==> src/rtl/cntr_cmd_seq.sv <==
// Command sequencer for the up/down counter: buffers commands in a small FIFO and expands
// each into registered Enable/Load/UpDown/InData drive. Optional macro CNTR_CMD_HOLD_EN adds a Hold input.
module cntr_cmd_seq #(
  parameter int WIDTH = 8,
  parameter int LEN_W = 4,
  parameter int DEPTH = 4
) (
  input  logic                     Clk,
  input  logic                     Reset,
  input  logic                     CmdValid,
  output logic                     CmdReady,
  input  logic [1:0]               CmdOp,
  input  logic [WIDTH-1:0]         CmdData,
  input  logic [LEN_W-1:0]         CmdLen,
  output logic                     Enable,
  output logic                     Load,
  output logic                     UpDown,
  output logic [WIDTH-1:0]         InData,
  output logic                     CmdDone,
  output logic                     Busy,
  output logic [$clog2(DEPTH):0]   FifoLevel
`ifdef CNTR_CMD_HOLD_EN
  ,
  input  logic                     Hold
`endif
);

  localparam int AW    = $clog2(DEPTH);
  localparam int LVL_W = AW + 1;

  localparam logic [1:0] OP_NOP  = 2'b00;
  localparam logic [1:0] OP_LOAD = 2'b01;
  localparam logic [1:0] OP_UP   = 2'b10;
  localparam logic [1:0] OP_DOWN = 2'b11;

  typedef enum logic {ST_IDLE, ST_EXEC} state_t;

  state_t             state_reg, state_next;
  logic [LEN_W-1:0]   rem_reg, rem_next;
  logic [1:0]         op_reg, op_next;
  logic               enable_reg, enable_next;
  logic               load_reg, load_next;
  logic               updown_reg, updown_next;
  logic [WIDTH-1:0]   indata_reg, indata_next;
  logic               done_reg, done_next;
  logic               busy_reg, busy_next;
  logic [LVL_W-1:0]   level_reg, level_next;
  logic [AW-1:0]      wr_ptr_reg, rd_ptr_reg;

  logic [1:0]         op_mem   [DEPTH];
  logic [WIDTH-1:0]   data_mem [DEPTH];
  logic [LEN_W-1:0]   len_mem  [DEPTH];

  logic               hold;
  logic               push, pop, fifo_empty, cmd_open;
  logic               drv_valid;
  logic [1:0]         drv_op;
  logic [1:0]         head_op;
  logic [WIDTH-1:0]   head_data;
  logic [LEN_W-1:0]   head_len;

`ifdef CNTR_CMD_HOLD_EN
  assign hold = Hold;
`else
  assign hold = 1'b0;
`endif

  assign fifo_empty = (level_reg == '0);
  assign CmdReady   = (level_reg != LVL_W'(DEPTH));
  assign push       = CmdValid && CmdReady;
  assign head_op    = op_mem[rd_ptr_reg];
  assign head_data  = data_mem[rd_ptr_reg];
  assign head_len   = len_mem[rd_ptr_reg];

  // rem_reg counts cycles still owed by the current command beyond those already driven,
  // so a held cycle leaves it untouched and the command simply finishes later.
  always_comb begin
    state_next  = state_reg;
    rem_next    = rem_reg;
    op_next     = op_reg;
    enable_next = 1'b0;
    load_next   = 1'b0;
    done_next   = 1'b0;
    updown_next = updown_reg;
    indata_next = indata_reg;
    pop         = 1'b0;
    drv_valid   = 1'b0;
    drv_op      = op_reg;
    cmd_open    = (state_reg == ST_EXEC) && (rem_reg != '0);

    if (cmd_open) begin
      if (!hold) begin
        rem_next  = rem_reg - LEN_W'(1);
        drv_valid = 1'b1;
        done_next = (rem_reg == LEN_W'(1));
      end
    end else if (!fifo_empty && !hold) begin
      pop        = 1'b1;
      state_next = ST_EXEC;
      op_next    = head_op;
      rem_next   = (head_op == OP_LOAD) ? '0 : head_len;
      drv_valid  = 1'b1;
      drv_op     = head_op;
      done_next  = (head_op == OP_LOAD) || (head_len == '0);
    end else begin
      state_next = ST_IDLE;
    end

    if (drv_valid) begin
      case (drv_op)
        OP_LOAD: begin
          load_next   = 1'b1;
          indata_next = head_data;
        end
        OP_UP: begin
          enable_next = 1'b1;
          updown_next = 1'b1;
        end
        OP_DOWN: begin
          enable_next = 1'b1;
          updown_next = 1'b0;
        end
        default: ;
      endcase
    end

    level_next = level_reg + {{AW{1'b0}}, push} - {{AW{1'b0}}, pop};
    busy_next  = (state_next == ST_EXEC) || (level_next != '0);
  end

  always_ff @(posedge Clk) begin
    if (Reset) begin
      state_reg  <= ST_IDLE;
      rem_reg    <= '0;
      op_reg     <= OP_NOP;
      enable_reg <= 1'b0;
      load_reg   <= 1'b0;
      updown_reg <= 1'b0;
      indata_reg <= '0;
      done_reg   <= 1'b0;
      busy_reg   <= 1'b0;
      level_reg  <= '0;
      wr_ptr_reg <= '0;
      rd_ptr_reg <= '0;
    end else begin
      state_reg  <= state_next;
      rem_reg    <= rem_next;
      op_reg     <= op_next;
      enable_reg <= enable_next;
      load_reg   <= load_next;
      updown_reg <= updown_next;
      indata_reg <= indata_next;
      done_reg   <= done_next;
      busy_reg   <= busy_next;
      level_reg  <= level_next;
      if (push) wr_ptr_reg <= wr_ptr_reg + AW'(1);
      if (pop)  rd_ptr_reg <= rd_ptr_reg + AW'(1);
    end
  end

  // Storage needs no reset: the pointers and level define what is valid.
  always_ff @(posedge Clk) begin
    if (push) begin
      op_mem[wr_ptr_reg]   <= CmdOp;
      data_mem[wr_ptr_reg] <= CmdData;
      len_mem[wr_ptr_reg]  <= CmdLen;
    end
  end

  assign Enable    = enable_reg;
  assign Load      = load_reg;
  assign UpDown    = updown_reg;
  assign InData    = indata_reg;
  assign CmdDone   = done_reg;
  assign Busy      = busy_reg;
  assign FifoLevel = level_reg;

endmodule

==> config.mk <==
export PLATFORM = sky130hd
export DESIGN_NAME = cntr_cmd_seq
export DESIGN_NICKNAME = d
export VERILOG_FILES = /design/src/rtl/cntr_cmd_seq.sv
export SDC_FILE = /design/constraint.sdc
export NUM_CORES = 1
export LEC_CHECK = 0
export ABC_AREA = 1
export CAP_MARGIN = 5
export CORE_MARGIN = 8
export CORE_UTILIZATION = 45
export DETAILED_ROUTE_END_ITERATION = 7
export PLACE_DENSITY = 0.65
export SLEW_MARGIN = 5
export SYNTH_ARGS = -nofsm -noshare
export SYNTH_HDL_FRONTEND = slang
export SYNTH_SLANG_ARGS = --single-unit
export TNS_END_PERCENT = 100
==> constraint.sdc <==
create_clock -name Clk -period 3.1 [get_ports Clk]
set_clock_uncertainty 0.15 [all_clocks]
set_input_delay 0.62 -clock Clk [delete_from_list [all_inputs] [get_ports Clk]]
set_output_delay 0.62 -clock Clk [all_outputs]
set_load 0.005 [all_outputs]
==> results of run 1 <==
==> cell usage after synthesis, types with 2 or more instances <==
library cell | number | share of area
a21oi_1 | 8 | 0.011
ha_1 | 8 | 0.028
nand2_4 | 3 | 0.0096
inv_2 | 5 | 0.0053
dfxtp_1 | 29 | 0.17
clkbuf_1 | 4 | 0.0043
nand2_1 | 47 | 0.050
nor3_1 | 2 | 0.0028
nand3_1 | 18 | 0.026
nand4_1 | 11 | 0.020
xor2_1 | 2 | 0.0050
o21ai_0 | 29 | 0.041
xnor2_1 | 2 | 0.0050
nand2_2 | 2 | 0.0036
o21ai_1 | 5 | 0.0071
nor2_1 | 54 | 0.058
edfxtp_1 | 56 | 0.48
buf_6 | 2 | 0.0064
inv_1 | 29 | 0.031
nor2_2 | 2 | 0.0036
buf_2 | 3 | 0.0043
==> per-stage QoR <==
stage                     hold WS, ns  total power (uW)  cells
after floorplan                 0.330              2730    333
after global placement          0.315              3160    464
after detailed placement        0.327              3190    464
after CTS                       0.341              3940    480
after global routing            0.368              4190    480
final                           0.337              3900    480
==> power by group through the flow <==
stage / logic [uW] / clock network [uW] / registers [uW]
after detailed placement: 1590 / 0 / 1600
after global placement: 1560 / 0 / 1590
after global routing: 1780 / 804 / 1610
after floorplan: 1150 / 0 / 1580
after CTS: 1600 / 769 / 1580
final: 1580 / 749 / 1570
==> critical path, cell delays in order (launching register included) <==
cell and delay (ns):
dfxtp_1 0.36, inv_1 0.08, ha_1 0.22, nand2_1 0.11
nand2_4 0.09, nand2_4 0.12, inv_1 0.11, ha_1 0.29
inv_1 0.04, ha_1 0.18, fa_1 0.38, xor2_1 0.17
inv_1 0.07, a41oi_1 0.09
==> routing by layer <==
layer  share of wire  routed length [um]
met4           0.016                 102
met2            0.46                2950
met1            0.48                3060
met3           0.043                 275
met5               0                   0
==> cells by family (layout without fill, tap and decap cells) <==
family,count (synthesis),count (layout)
DFF,85,85
xor gates and xnor gates,4,4
AOI/OAI and AO/OA,46,46
adders and majority gates,9,9
and+or+nand+nor,143,143
buffers and inverters,46,91
==> cell type report <==
cell class	instances	share of cell area
Timing Repair Buffer	40	0.0921
Sequential cell	85	0.544
Clock buffer	10	0.0307
Tap cell	102	0.0307
Clock inverter	6	0.0154
Inverter	35	0.0322
Multi-Input combinational cell	202	0.254
==> path summary, 6_finish.rpt <==
path | startpoint | end | slack, ns | depth (start not counted)
setup / recovery | rem_reg[0] | Busy | 0.52 | 13
hold / removal | InData[0] | InData[0] | 0.34 | 2
hold reg to reg | InData[0] | InData[0] | 0.34 | 2
setup reg to reg | rem_reg[0] | Busy | 0.52 | 13
==> results by stage, run 1 <==
Run status:
- The flow ran to the end, and the final reports show no timing, DRC or antenna violations.

Yosys:
- The share of async-settable or async-resettable flops after synthesis is 0.
- Of the total synthesized cell area, the portion taken by XOR and XNOR cells is 0.00996.
- Among all flip-flop cells after synthesis, the most frequent one is edfxtp_1.
- The register bit count reported by yosys is 85.
- The number of warnings reported in the yosys synthesis log is 0.
- The number of nets produced by synthesis is 359.
- The synthesized netlist contains 33 unique library cells.
- The portion of synthesized area spent on multiplexers is 0.
- The number of instances in the synthesized netlist is 333.
- The part of the Yosys area used for sequential elements is 0.643.
- The dominant combinational cell family by area after synthesis is simple AND/OR/NAND/NOR gates.
- Of the total synthesized cell area, the portion taken by full adders, half adders and majority gates is 0.0342.
- Of the total synthesized cell area, the portion taken by AND, OR, NAND and NOR gates is 0.186.
- The synthesized area is 3520 um^2.
- Each instance of the synthesized netlist takes up on average 10.6 um^2.
- Counting flops with a built-in enable in the synthesized netlist gives 56.
- The compound-gate portion of the synthesized area came to 0.0704.

Place:
- The cell area after placement is 3960 um^2.
- The placer congestion estimate is 0.791.
- The number of port buffers is 33.
- The worst slack at placement is 0.453 ns.
- The post-detailed-placement half-perimeter wirelength is 4.37 mm.

Drt:
- The detail route stage leaves a number of antenna-violating nets equal to 0.
- The post-detailed-routing wire length is 6.39 mm.
- The violation count after the first detailed-route iteration is 82.
- After detailed routing, the number of vias per cell comes to 4.74.
- The first-pass detailed-route iteration total is 4.
- The number of design rule violations left after detail routing is 0.
- The average routed wire per standard cell is 13.3 um.
- The number of vias after detailed routing is 2274.

Global route:
- Entering global routing, the biggest net connects 21 pins.
- The met1 demand-to-capacity share in global routing is 0.146.
- In the global route stage, overall resource usage came out at 0.121.
- The most crowded layer after global routing is met2.
- The first-pass GRT wire length is 10.5 mm.
- The met2 demand-to-capacity share in global routing is 0.189.
- The met3 track utilization from global routing is 0.0378.
- The number of global-route vias before repair is 2250.
- The number of antenna violations at the first check in global routing is 0.
- Global routing finished with a remaining overflow of 0.

STA:
- The maximum clock rate is 387 MHz.
- After routing, the total negative slack on setup checks comes to 0 ns.
- The part of the cycle the worst path needs is 0.834.
- For the pin with the worst max-slew slack, the measured transition is 0.519 ns.
- The final period demand of the worst path is 2.58 ns.
- The final count of hold timing violations came to 0.
- In this run the tightest slew margin relative to its limit is 0.653.
- The worst path setup slack after routing is 0.516 ns.
- The max-slew violation count is 0.
- Setup repair after global routing left no endpoint under its margin.
- Setup violations remaining at the end of the flow were counted as 0.

Clock tree:
- For the worst-skew pair, the clock arrives at the later sink with an insertion delay of 0.35 ns.
- The number of buffers inserted during clock tree synthesis is 9.
- CTS saw 85 sinks.
- The root buffer cell is clkbuf_8.
- In this run, post-CTS hold repair placed 0 buffers.
- After clock tree synthesis, the clock-pin slew on the worst setup and hold paths is 0.08 ns.
- The post-CTS setup repair buffer count is 0.
- The clock tree from TritonCTS is yes.
- Counting along the longest clock path gives a buffer depth of 2.
- Once the clock tree was built, the resizer swapped 0 gates to a different size.
- In this run the number of H-tree levels came out at 3.

Cells and area:
- The library cell used most frequently in the layout, excluding fill and tap cells, is edfxtp_1.
- The storage element area is 2260 um^2.
- The ratio of cells with drive above 1 in the final layout is 0.101.
- Measured on the finished design, the core utilization comes to 0.543.
- The number of antenna repair diodes is 0.
- The register with the most flip-flops in the layout has 32 of them.
- In the layout the commonest cells are 56 x edfxtp_1, 54 x nor2_1, 47 x nand2_1, 33 x clkdlybuf4s50_1.
- In the final design database the tool counted 399 nets.
- The area occupied by multi-input gates is 1060 um^2.
- After routing the design area is 4160 um^2.
- Ranked by flip-flop count, first place goes to data_mem.
- Relative to the synthesized area, the layout overhead comes to 18.1%.
- In the final layout, the registers with the most flip-flops are data_mem x32, len_mem x16.
- Fill cells in the final layout number 670.

Die:
- The number of standard-cell rows in the floorplan is 32.
- The horizontal extent of the die is 104 um.
- The floorplan die area is 10900 um^2.
- The initial utilization of the core area, before any placement, comes to 0.460.
- The area of the core is 7650 um^2.
- The number of top-level pins is 34.
- The die extent in y is 104 um.

Critical path:
- The startpoint kind of the worst setup timing path is a register.
- The setup path with the least slack is of type register to register.
- The data required time of the critical path is 3.18 ns.
- STA classifies the critical path endpoint as a register.
- The highest fanout seen on the critical path is 9.
- Data on the critical path arrives at its endpoint at 2.66 ns.

Power and ir drop:
- The maximum resistive drop on vdd is 0.000440 V.
- Of the total power, the clock network draws 0.192.
- The internal power of the cells is 2430 uW.
- Of the total power, the share spent switching nets is 0.378.
- Of the total power, combinational logic draws 0.405.
- The total power density per cell area is 939 nW/um^2.
- In this run the power spent charging and discharging nets is 1470 uW.
- Of the total power, registers draw 0.403.
- In this run the static leakage power is 0.00162 uW.

Job:
- The tool flagged a number of max-cap violations equal to 0.

Hold path:
- The class of the tightest hold or removal check is register to register.
No activity file was read; power rests on OpenSTA's default activity.
==> run 2: changes to the inputs <==
==> constraint.sdc (replaced) <==
create_clock -name Clk -period 2.55 [get_ports Clk]
set_clock_uncertainty 0.15 [all_clocks]
set_input_delay 0.51 -clock Clk [delete_from_list [all_inputs] [get_ports Clk]]
set_output_delay 0.51 -clock Clk [all_outputs]
set_load 0.005 [all_outputs]
==> run 2 against run 1 <==
Net effect: clock power up 39%; critical endpoint unchanged; critical path type unchanged; critical path depth unchanged; clock-buffer cell count down 1; largest cell class unchanged.
==> results by stage, run 2 (same netlist as run 1, synthesis figures left out) <==
Critical path:
- The biggest cell delay along the critical path was 0.38 ns (about the same).
- The highest fanout seen on the critical path was 7 (-2).
- The data required time of the critical path is 2.63 ns (-0.55 ns).
- The cell occurring most often along the worst timing path is inv_1.
- The startpoint of the worst-slack reg-to-reg timing path is rem_reg[1].
- The endpoint identified for the worst register-to-register timing path is Busy.
- The library cell contributing the largest single delay on the critical path is fa_1.
- The critical path endpoint category is a register.
- The arrival time at the worst endpoint is 2.48 ns (-0.18 ns).
- The depth of the worst register-to-register path is 13 (unchanged).
- The critical path's top delay family is adder cells.
- The type of the worst setup path is register to register.
- The reg-to-reg setup timing slack is 0.15 ns (-0.37 ns).
- Walking the worst path, the cells encountered are inv_1 -> ha_1 -> nand2_2 -> nand2_4 -> nand2_4 -> inv_1 -> ha_1 -> inv_1 -> ha_1 -> fa_1 -> xor2_1 -> inv_1 -> a41oi_1.
- The worst setup path is launched from a register.
- The number of buffers and inverters on the critical path is 4 (unchanged).

Drt:
- The number of antenna-violating nets in the routed design is 0 (unchanged).
- The number of design rule violations left after detail routing is 0 (unchanged).
- The violation count after the first detailed-route iteration was 99 (+21%).
- The post-detailed-routing wire length is 6.46 mm (+0.97%).
- The first-pass detailed-route iteration total came to 5 (+1).
- The detailed-route vias per instance is 4.79 (+1.1%).
- The average routed wire per standard cell is 13.4 um (+0.34%).
- The number of vias after detailed routing is 2314 (+1.8%).

Place:
- The placer congestion estimate is 0.803 (+1.6%).
- The number of port buffers is 33 (unchanged).
- The worst slack at placement is 0.0237 ns (-0.430 ns).
- The post-detailed-placement half-perimeter wirelength is 4.33 mm (-1.1%).

STA:
- The final count of hold timing violations is 0 (unchanged).
- The worst path setup slack after routing is 0.148 ns (-0.367 ns).
- The part of the cycle the worst path needs came to 0.942 (+0.108).
- The sum of negative setup slack is 0 ns (unchanged).
- The remaining max-slew budget at the tightest pin was 0.650 (-0.00395).
- The final period demand of the worst path is 2.40 ns (-0.183 ns).
- The final worst hold slack is 0.336 ns (-0.00104 ns).
- Setup repair after global routing left no endpoint under its margin.
- The maximum clock rate is 416 MHz (+7.6%).
- The max-slew violation count is 0 (unchanged).
- The count of final setup violators is 0 (unchanged).
- The slew at the pin with the worst max-slew slack is 0.525 ns (+0.00592 ns).

Hold path:
- The path class of the tightest hold or removal check is register to register.
- In this run the most critical hold path is launched from InData[7].
- The number of instances on the worst hold path came to 2 (unchanged).
- The worst hold path terminates at InData[7].

Cells and area:
- The number of flip-flops under the largest register name came to 32 (unchanged).
- Compared with the post-synthesis result, the final layout area differs by 19.7%.
- The ratio of cells with drive above 1 in the final layout came to 0.118 (+0.0176).
- In the final layout, the registers with the most flip-flops are data_mem x32, len_mem x16.
- The final-stage net count is 402 (+0.75%).
- The most common cell after layout, fill and taps aside is edfxtp_1.
- The register with the most flip-flops is data_mem.
- The number of antenna repair diodes came to 0 (unchanged).
- The top cell types in the final layout, fill and taps aside, are 56 x edfxtp_1, 54 x nor2_1, 46 x nand2_1, 33 x clkdlybuf4s50_1.

Clock tree:
- TritonCTS built the clock tree.
- The H-tree level count is 3 (unchanged).
- The register clock-pin slew on the reported worst setup and hold paths was 0.08 ns (about the same).
- The number of buffers added to fix hold violations after cts is 0 (unchanged).
- The number of buffers inserted during clock tree synthesis is 9 (unchanged).
- The root buffer cell is clkbuf_8.
- The number of buffers on the longest clock path was 2 (unchanged).
- The count of clock tree sinks is 85 (unchanged).
- The insertion delay of the later-clocked pin in the worst-skew pair is 0.35 ns (about the same).

Run status:
- The flow ran to the end, and the final reports show no timing, DRC or antenna violations.

Power and ir drop:
- The standby leakage power is 0.00166 uW (+2.2%).
- The power after layout is 4930 uW (+26%).
- The maximum resistive drop on vdd is 0.000368 V (-17%).
- The total power density per cell area is 1170 nW/um^2 (+25%).

Die:
- The horizontal extent of the die is 104 um (unchanged).
- The area of the core is 7650 um^2 (unchanged).
- The initial cell density of the core is 0.460 (unchanged).
- The floorplan die area is 10900 um^2 (unchanged).
- The number of standard-cell rows in the floorplan was 32 (unchanged).
- The die extent in y is 104 um (unchanged).
- The number of top-level pins is 34 (unchanged).

Global route:
- The number of global-route vias before repair was 2268 (+0.80%).
- The maximum number of pins on one net before global-route repair is 21 (unchanged).
- The sum of overflow across all layers after global routing came to 0 (unchanged).
- The number of antenna violations at the first check in global routing is 0 (unchanged).
- The total global-route track usage came to 0.126 (+0.00469).
- The first-pass GRT wire length is 11.0 mm (+4.1%).

Job:
- The number of max-capacitance violations reported is 0 (unchanged).
run 2: per-stage QoR:
step / cell area [um^2] / std cells / utilization
3_3_place_gp: 3990 / 467 / 0.521
4_1_cts: 4210 / 483 / 0.550
3_5_place_dp: 3990 / 467 / 0.521
6_report: 4210 / 483 / 0.551
5_1_grt: 4210 / 483 / 0.551
2_1_floorplan: 3520 / 333 / -
run 2: routing by layer:
| metal | vias to the layer above | wire length [um] | track usage | part of all wire |
|---|---|---|---|---|
| met3 | 10 | 253 | 0.0316 | 0.039 |
| met1 | 1059 | 3110 | 0.157 | 0.48 |
| li1 | 1204 | - | - | - |
| met4 | 0 | 158 | 0.0776 | 0.024 |
| met2 | 41 | 2940 | 0.191 | 0.46 |
| met5 | - | 0 | 0 | 0 |
run 2: timing repair:
| item | CTS | global route |
|---|---|---|
| resized for setup | 0 | 2 |
| buffers inserted | 0 | 0 |
| setup endpoints to repair | 0 | 2 |
run 2: area by class of cell:
type	instances	area [um^2]
Sequential cell	85	2260
Timing Repair Buffer	43	405
Clock inverter	7	96.3
Tap cell	102	128
Clock buffer	9	124
Fill cell	656	3440
Multi-Input combinational cell	202	1060
Inverter	35	134
run 2: worst reg2reg max path, stage by stage (launching register included):
cell and delay (ns):
dfxtp_1 0.34, inv_1 0.07, ha_1 0.22, nand2_2 0.10, nand2_4 0.08, nand2_4 0.06
inv_1 0.06, ha_1 0.26, inv_1 0.04, ha_1 0.19, fa_1 0.38, xor2_1 0.17
inv_1 0.08, a41oi_1 0.09
run 2: worst max path at each step:
stage | depth (start not counted) | endpoint | start | slack (ns)
after floorplan | 13 | Busy | rem_reg[0] | 0.16
after global placement | 9 | Busy | CmdValid | 0.05
after detailed placement | 9 | Busy | CmdValid | 0.02
after CTS | 13 | Busy | rem_reg[0] | 0.1
after global routing | 13 | Busy | rem_reg[1] | 0.02
final | 13 | Busy | rem_reg[1] | 0.15
run 2: where the power goes:
group          leakage, uW  internal [uW]  switching (uW)  total (uW)
Combinational     0.000789            784            1210        2000
Sequential        0.000752           1760             129        1890
Clock             0.000114            557             486        1040
Total              0.00166           3100            1830        4930
==> run 3: changes to the inputs <==
--- a/config.mk
+++ b/config.mk
@@ -9,6 +9,7 @@
 export CAP_MARGIN = 5
 export CORE_MARGIN = 8
 export CORE_UTILIZATION = 45
+export CTS_CLUSTER_DIAMETER = 40
 export DETAILED_ROUTE_END_ITERATION = 7
 export PLACE_DENSITY = 0.65
 export SLEW_MARGIN = 5
==> results of run 3 <==
Final layout, timing and power as in run 2 (identical DEF).
